===== src/rtl/instruction_fetch_unit.sv =====
// Instruction fetch front-end: holds the PC, waits out the memory read delay,
// captures the word and hands it to decode over a valid/ready handshake.
//
// state   | meaning
// --------+---------------------------------------------------------------
// S_WAIT  | Address stable; counting cycles until Data can be sampled
// S_HOLD  | instr valid; waiting for decode to accept it
// S_FAULT | misaligned redirect target seen; frozen until reset
module instruction_fetch_unit #(
  parameter int RD_WAIT = 2,
  parameter int CNT_W   = 8
) (
  input  logic        CLK,
  input  logic        Reset_L,
  input  logic [63:0] startPC,
  output logic [63:0] Address,
  input  logic [31:0] Data,
  output logic [31:0] instr,
  output logic        instr_valid,
  input  logic        instr_ready,
  output logic [63:0] pc_out,
  input  logic        redirect,
  input  logic [63:0] redirect_target,
  output logic        fault,
  output logic [31:0] fetch_count
);

  typedef enum logic [1:0] {S_WAIT, S_HOLD, S_FAULT} state_t;

  localparam logic [CNT_W-1:0] RD_WAIT_C = CNT_W'(RD_WAIT);

  state_t            state_q, state_d;
  logic [63:0]       pc_q, pc_d;
  logic [CNT_W-1:0]  cnt_q, cnt_d;
  logic [31:0]       instr_q, instr_d;
  logic              valid_q, valid_d;
  logic              fault_q, fault_d;
  logic [31:0]       fetch_count_q, fetch_count_d;

  logic misaligned;
  assign misaligned = (redirect_target[1:0] != 2'b00);

  always_ff @(posedge CLK) begin
    if (!Reset_L) begin
      state_q       <= S_WAIT;
      pc_q          <= startPC;
      cnt_q         <= '0;
      instr_q       <= '0;
      valid_q       <= 1'b0;
      fault_q       <= 1'b0;
      fetch_count_q <= '0;
    end else begin
      state_q       <= state_d;
      pc_q          <= pc_d;
      cnt_q         <= cnt_d;
      instr_q       <= instr_d;
      valid_q       <= valid_d;
      fault_q       <= fault_d;
      fetch_count_q <= fetch_count_d;
    end
  end

  // Redirect outranks both capture (WAIT) and accept (HOLD).
  always_comb begin
    state_d = state_q;
    case (state_q)
      S_WAIT: begin
        if (redirect)                state_d = misaligned ? S_FAULT : S_WAIT;
        else if (cnt_q == RD_WAIT_C) state_d = S_HOLD;
      end
      S_HOLD: begin
        if (redirect)         state_d = misaligned ? S_FAULT : S_WAIT;
        else if (instr_ready) state_d = S_WAIT;
      end
      S_FAULT: state_d = S_FAULT;
      default: state_d = S_FAULT;
    endcase
  end

  always_comb begin
    pc_d          = pc_q;
    cnt_d         = cnt_q;
    instr_d       = instr_q;
    valid_d       = valid_q;
    fault_d       = fault_q;
    fetch_count_d = fetch_count_q;
    if (state_q == S_WAIT || state_q == S_HOLD) begin
      if (redirect) begin
        pc_d    = redirect_target;
        cnt_d   = '0;
        valid_d = 1'b0;
        if (misaligned) fault_d = 1'b1;
      end else if (state_q == S_WAIT) begin
        if (cnt_q == RD_WAIT_C) begin
          instr_d = Data;
          valid_d = 1'b1;
        end else begin
          cnt_d = cnt_q + CNT_W'(1);
        end
      end else if (instr_ready) begin
        pc_d    = pc_q + 64'd4;
        cnt_d   = '0;
        valid_d = 1'b0;
        if (fetch_count_q != 32'hFFFF_FFFF) fetch_count_d = fetch_count_q + 32'd1;
      end
    end
  end

  assign Address     = pc_q;
  assign pc_out      = pc_q;
  assign instr       = instr_q;
  assign instr_valid = valid_q;
  assign fault       = fault_q;
  assign fetch_count = fetch_count_q;

endmodule

===== config.mk =====
export PLATFORM = sky130hd
export DESIGN_NAME = instruction_fetch_unit
export DESIGN_NICKNAME = d
export VERILOG_FILES = /design/src/rtl/instruction_fetch_unit.sv
export SDC_FILE = /design/constraint.sdc
export NUM_CORES = 1
export LEC_CHECK = 0
export BUFFER_PORTS_ARGS = -buffer_cell sky130_fd_sc_hd__buf_4
export CAP_MARGIN = 20
export CORE_MARGIN = 3
export CORE_UTILIZATION = 45
export CTS_CLUSTER_SIZE = 25
export DETAILED_ROUTE_END_ITERATION = 7
export HOLD_SLACK_MARGIN = 0.12
export PLACE_DENSITY = 0.76
export SKIP_CTS_REPAIR_TIMING = 1
export SLEW_MARGIN = 10
export SYNTH_ARGS = -nofsm -noshare
export SYNTH_HDL_FRONTEND = slang
export SYNTH_SLANG_ARGS = --single-unit

===== constraint.sdc =====
create_clock -name CLK -period 5.6 [get_ports CLK]
set_clock_uncertainty 0.1 [all_clocks]
set_input_delay 0.84 -clock CLK [delete_from_list [all_inputs] [get_ports CLK]]
set_output_delay 0.84 -clock CLK [all_outputs]
set_load 0.1 [all_outputs]

==> summary.md, run 1 <==
| Metric | Value |
|---|---|
| Hold Startpoint | `instr[11]$_SDFFE_PN0P_` |
| Worst-Skew Late Latency | `between 0.4 and 0.5 ns` |
| Initial DRC Count | `450` |
| Area growth syn-to-layout | `36.9%` |
| Distinct cell type count after synthesis | `57` |
| Syn avg cell area | `between 8 and 9 sq um` |
| Routability cong. | `between 0.8 and 0.9` |
| WL/cell | `18.3 um` |
| CTS tree | `yes` |
| IO buf count | `approximately 360` |
| GRT Overall Usage | `0.253` |
| Post-synth EDFFs | `64` |
| Vias in the first global route | `roughly 7400` |
| Die area | `19400 sq um` |
| Detailed-route vias per instance | `around 5.5` |
| Initial Utilization | `0.462` |
| RSZ-0062 raised after global routing | `no` |
| Layout cell share with drive strength beyond 1 | `0.359` |
| Crit Reg-Reg Startpoint | `Address[2]$_DFFE_PP_` |
| Crit-path max FO | `45` |
| Tmin final | `between 2 and 3 ns` |
| Final core utilization | `0.632` |
| Outcome | `finished clean` |
| Worst path top cell family by delay | `buffers and inverters` |
| Die Width | `roughly 140 um` |
| Tot Pwr | `between 0.003 and 0.004 W` |
| Setup WS pre-CTS | `2.25 ns` |
| Required time worst endpoint | `~5.7 ns` |
| Die H | `139 um` |
| Routed WL | `~26000 um` |
| Clock Sink Count | `140` |
| Setup TNS | `0 ns` |
| Num rows | `48` |
| Initial antenna violation count | `1` |
| Synth Register Bits | `140` |
| Critical Path AT | `approximately 3 ns` |
| Top FF cell, synth | `dfxtp_1` |
| Slew Limit Fails | `0` |
| Hold violation count in the final report | `0` |
| Largest net degree at the start of global routing | `84` |
| Core footprint | `~17000 sq um` |
| Worst-Margin Slew | `approximately 0.95 ns` |
| Final global-route overflow total | `0` |
| Sequential area share after synthesis | `0.430` |
| CTS H-tree lvls | `4` |
| Clk root buf | `clkbuf_16` |
| F_max | `approximately 350 MHz` |
| Worst setup EP type | `flip-flop` |
| Pleak | `about 4.4 nW` |
| First-pass GRT wire length | `39600 um` |
| Post-Syn Nets | `around 1100` |
| Crit path from | `redirect` |
| Pwr dens | `about 320 nW/um^2` |
| Register area | `~3400 sq um` |
| Startpoint Class | `input port` |
| Most used cell, CP | `buf_4` |
| Peak supply drop | `approximately 210 uV` |
| Nets | `around 1300` |
| Worst hold margin | `0.353 ns` |
| Clk buf depth | `2` |
| Number of buffers created by CTS | `17` |
| Critical path class | `input port to flip-flop` |
| CTS clock-pin slew for the worst setup and hold paths | `0.06 ns` |
| Slowest CP cell | `nand2_1` |
| Max stage delay on crit path | `about 0.51 ns` |
| Total of max-cap violations | `0` |
| Multi-input gate area | `between 3000 and 4000 sq um` |
| Final setup vio count | `0` |
| Ports | `358` |
| Filler Cell Count | `between 1500 and 2000` |
| Final setup margin | `2.75 ns` |
| TritonRoute pass-1 iters | `5` |
| Detailed-route DRC error count | `0` |
| Worst hold path class | `flip-flop to flip-flop` |
| Critical path buffer and inverter count | `3` |
| DRT antenna net count | `0` |
| Period utilization | `0.509` |
| Slew HR | `0.360` |
| Worst-path cell chain | `buf_4 > inv_1 > nand2_1 > buf_4 > nor3_1 > a221o_1` |
| Cells after Synth | `900` |
| Synth async-reset ratio | `0` |
| Ys Warns | `0` |
| Synth Cell Area | `roughly 8000 sq um` |
| Post-DP HPWL | `about 19000 um` |
| Via Count | `7772` |
==> through the flow <==
stage / instance area (sq um) / std cells
2_1_floorplan: 8010 / 900
3_3_place_gp: 10400 / 1381
3_5_place_dp: 10400 / 1381
4_1_cts: 11000 / 1413
5_1_grt: 11000 / 1414
6_report: 11000 / 1414
==> report_power, final <==
group          switching, W  internal, W  leakage, nW
Combinational      0.000909     0.000270         2.85
Sequential        0.0000949      0.00114         1.27
Clock              0.000454     0.000646        0.286
==> cell usage after synthesis, types with 5 or more instances <==
cell type / n / area (sq um)
o21ai_0: 61 / 305
and3_1: 15 / 93.8
edfxtp_1: 64 / 1920
xor2_1: 23 / 201
mux2_2: 9 / 101
xnor2_1: 60 / 526
nor3_1: 31 / 155
a21oi_1: 49 / 245
o21ai_1: 9 / 45.0
and2_1: 5 / 31.3
and4_1: 8 / 70.1
o2bb2ai_1: 15 / 131
or3_1: 7 / 43.8
nor4_1: 15 / 93.8
buf_4: 64 / 480
clkbuf_1: 36 / 135
inv_1: 15 / 56.3
nand3_1: 32 / 160
dfxtp_1: 76 / 1520
nor2_1: 72 / 270
nand4_1: 23 / 144
nand2_1: 121 / 454
a22oi_1: 30 / 225
==> worst reg2reg max path: cells and delay by family, from the launching register on <==
| family | cells | cell delay, ns |
|---|---|---|
| fa+ha+maj | 1 | 0.25 |
| xor+xnor | 1 | 0.16 |
| simple gates | 4 | 1.47 |
| flops | 1 | 0.48 |
| compound gates | 1 | 0.10 |
==> kinds of logic (layout without fill, tap and decap cells) <==
group / Yosys count / after routing / synth area share
AO/OA/AOI/OAI: 185 / 185 / 0.140
XOR/XNOR: 83 / 83 / 0.0907
adder cells (fa/ha/maj): 4 / 4 / 0.00625
buffers and inverters: 123 / 411 / 0.0899
flip-flops: 140 / 140 / 0.430
multiplexers: 11 / 11 / 0.0151
other: 0 / 1 / 0
AND/OR/NAND/NOR: 354 / 354 / 0.228
==> registers in the layout, summed over array words and instances, names as in the netlist <==
signal / flops
fault: 1
instr_valid: 1
instr: 32
Address: 64
cnt_q: 8
state_q: 2
fetch_count: 32
==> cell usage in the layout, fill, tap and decap left out, types with 8 or more instances in the layout <==
master,synthesis,routed
inv_1,15,15
edfxtp_1,64,64
xor2_1,23,23
nor4_1,15,15
nor2_1,72,70
nand3_1,32,32
o21ai_0,61,61
nand2_1,121,121
o2bb2ai_1,15,15
xnor2_1,60,60
and3_1,15,15
a22oi_1,30,30
mux2_2,9,9
buf_4,64,363
dfxtp_1,76,76
and4_1,8,8
nand4_1,23,23
nor3_1,31,31
o21ai_1,9,8
clkbuf_16,0,19
a21oi_1,49,49
==> layer usage <==
layer	up-vias	track usage	wire length [um]
li1	3707	-	-
met1	3675	0.306	10200
met2	342	0.441	13000
met3	48	0.0615	2000
met4	0	0.0834	650
met5	-	0	0
==> layout make-up <==
cell class              instances  share of cell area
clock buffers                  21              0.0459
diodes                          1            0.000228
multi-input cells             637               0.353
well taps                     225              0.0257
repair buffers                363               0.248
inverters                      16             0.00570
flip-flops and latches        140               0.314
clock inverters                11             0.00730
==> path summary, 6_finish.rpt <==
path                            endpoint  slack (ns)  cells after the start
setup / recovery   Address[17]$_DFFE_PP_        2.75                      6
hold / removal    instr[11]$_SDFFE_PN0P_        0.35                      2
setup reg to reg   Address[54]$_DFFE_PP_        2.77                      7
hold reg to reg   instr[11]$_SDFFE_PN0P_        0.35                      2
(Power assumes the default switching activity.)
==> run 2, diff against run 1 <==
==> constraint.sdc (replaced) <==
create_clock -name CLK -period 2.8 [get_ports CLK]
set_clock_uncertainty 0.1 [all_clocks]
set_input_delay 0.42 -clock CLK [delete_from_list [all_inputs] [get_ports CLK]]
set_output_delay 0.42 -clock CLK [all_outputs]
set_load 0.1 [all_outputs]
==> summary.md, run 2 (synthesis gave the netlist of run 1 again) <==
| Metric | Value |
|---|---|
| Outcome | `finished clean` |
| Largest net degree at the start of global routing | `68` |
| Clk root buf | `clkbuf_16` |
| Worst-path cell chain | `nand3_2 > or4_4 > or2_1 > o31a_1 > nor3_1 > o2bb2ai_1` |
| Final setup vio count | `0` |
| Slowest CP cell | `or4_4` |
| Nets | `1363` |
| IO buf count | `357` |
| Met2 global-route usage | `0.432` |
| Initial DRC Count | `about 520` |
| WL/cell | `17.8 um` |
| Detailed-route vias per instance | `between 5 and 6` |
| Initial Utilization | `0.462` |
| DRT antenna net count | `0` |
| First-pass GRT wire length | `39600 um` |
| Initial antenna violation count | `3` |
| Final core utilization | `0.644` |
| Worst-Margin Slew | `approximately 1.0 ns` |
| Core footprint | `~17000 sq um` |
| Peak supply drop | `between 400 and 500 uV` |
| RSZ-0062 raised after global routing | `no` |
| Required time worst endpoint | `2.85 ns` |
| Post-Layout Cell Count | `approximately 1400` |
| Met3 GRT Util | `0.0625` |
| Placed cell count | `~1400` |
| Post-DP HPWL | `~19000 um` |
| TritonRoute pass-1 iters | `5` |
| Register area | `about 3500 sq um` |
| Period utilization | `0.917` |
| Area growth syn-to-layout | `39.5%` |
| Die Width | `~140 um` |
| F_max | `390 MHz` |
| Die area | `roughly 19000 sq um` |
| Most frequent cells in the layout | `buf_4, nand2_1, dfxtp_1, nor2_1, edfxtp_1` |
| Clock Sink Count | `140` |
| Startpoint Class | `flip-flop` |
| Filler Cell Count | `1488` |
| Pwr dens | `approximately 620 nW/um^2` |
| Worst hold path class | `input port to flip-flop` |
| Worst setup EP type | `flip-flop` |
| Final setup margin | `~0.23 ns` |
| Worst hold margin | `roughly 0.15 ns` |
| Switch Pwr | `between 0.002 and 0.003 W` |
| Worst-Skew Late Latency | `around 0.42 ns` |
| Met1 Track Usage GR | `0.302` |
| Slew Limit Fails | `0` |
| Net Sw Frac | `0.423` |
| Layout cell share with drive strength beyond 1 | `0.385` |
| Critical path class | `flip-flop to flip-flop` |
| Int Pwr | `around 0.004 W` |
| CTS clock-pin slew for the worst setup and hold paths | `about 0.060 ns` |
| Vias in the first global route | `approximately 7400` |
| Crit-path max FO | `10` |
| Setup WS pre-CTS | `between 0.2 and 0.3 ns` |
| CTS tree | `yes` |
| Ports | `approximately 360` |
| Max stage delay on crit path | `0.58 ns` |
| Die H | `about 140 um` |
| Max reg flops | `64` |
| Hold violation count in the final report | `0` |
| Routability cong. | `a little under 0.9` |
| Critical path buffer and inverter count | `0` |
| Routed WL | `~26000 um` |
| GRT Overall Usage | `0.253` |
| Final global-route overflow total | `0` |
| Flop pwr share | `0.354` |
| Worst path top cell family by delay | `simple AND/OR/NAND/NOR gates` |
| Tot Pwr | `approximately 0.007 W` |
| Critical Path AT | `2.62 ns` |
| Pleak | `4.51 nW` |
| Most common library cell in the layout ignoring fill and taps | `buf_4` |
| CTS H-tree lvls | `4` |
| Multi-input gate area | `3940 sq um` |
| Via Count | `slightly below 8000` |
| Slew HR | `0.328` |
| Detailed-route DRC error count | `0` |
| Number of buffers created by CTS | `17` |
| Total of max-cap violations | `0` |
| GRT busiest layer | `met2` |
| Num rows | `48` |
| Combinational power share | `0.348` |
| Tmin final | `2.57 ns` |
| Clock power frac | `0.298` |
| Clk buf depth | `2` |
run 2: cell types whose count changed in the layout (fill, tap and decap cells not counted), sizes merged:
cell	delta
diode	+2
inv	+1
buf	+20
clkinv	+3
clkbuf	-3
clkinvlp	-1
run 2: per-layer routing:
metal / wire length, um / vias up
met5: 0 / -
met4: 754 / 0
met3: 2060 / 47
met2: 12800 / 318
met1: 9890 / 3639
li1: - / 3751
run 2: cell type report:
class | count | area share
clock inverter | 14 | 0.00840
clock buffer | 18 | 0.0393
antenna | 3 | 0.000672
sequential | 140 | 0.309
tap | 225 | 0.0252
inverter | 16 | 0.00560
timing repair buffer | 383 | 0.260
multi-input combinational | 637 | 0.352
run 2: worst min-delay path, stage by stage:
cell     delay (ns)
buf_4          0.10
nand2_1        0.04
a21oi_1        0.05
run 2: path summary, 6_finish.rpt:
check / from / slack, ns / depth (start not counted) / endpoint
setup / recovery: Address[32]$_DFFE_PP_ / 0.23 / 6 / Address[49]$_DFFE_PP_
hold / removal: Data[11] / 0.15 / 3 / instr[11]$_SDFFE_PN0P_
setup reg to reg: Address[32]$_DFFE_PP_ / 0.23 / 6 / Address[49]$_DFFE_PP_
hold reg to reg: instr[31]$_SDFFE_PN0P_ / 0.35 / 2 / instr[31]$_SDFFE_PN0P_
run 2: power by group through the flow:
stage                     Sequential [W]  Combinational, W  Clock, W
final                            0.00245           0.00241   0.00206
after global routing             0.00247           0.00248   0.00219
after CTS                        0.00245           0.00242   0.00210
after detailed placement         0.00249           0.00241         0
after global placement           0.00248           0.00240         0
after floorplan                  0.00320           0.00118         0
run 2: metrics by stage:
step | setup TNS, ns | area (sq um)
2_1_floorplan | -2.62 | 8120
3_3_place_gp | 0 | 10600
3_5_place_dp | 0 | 10600
4_1_cts | 0 | 11200
5_1_grt | 0 | 11200
6_report | 0 | 11200
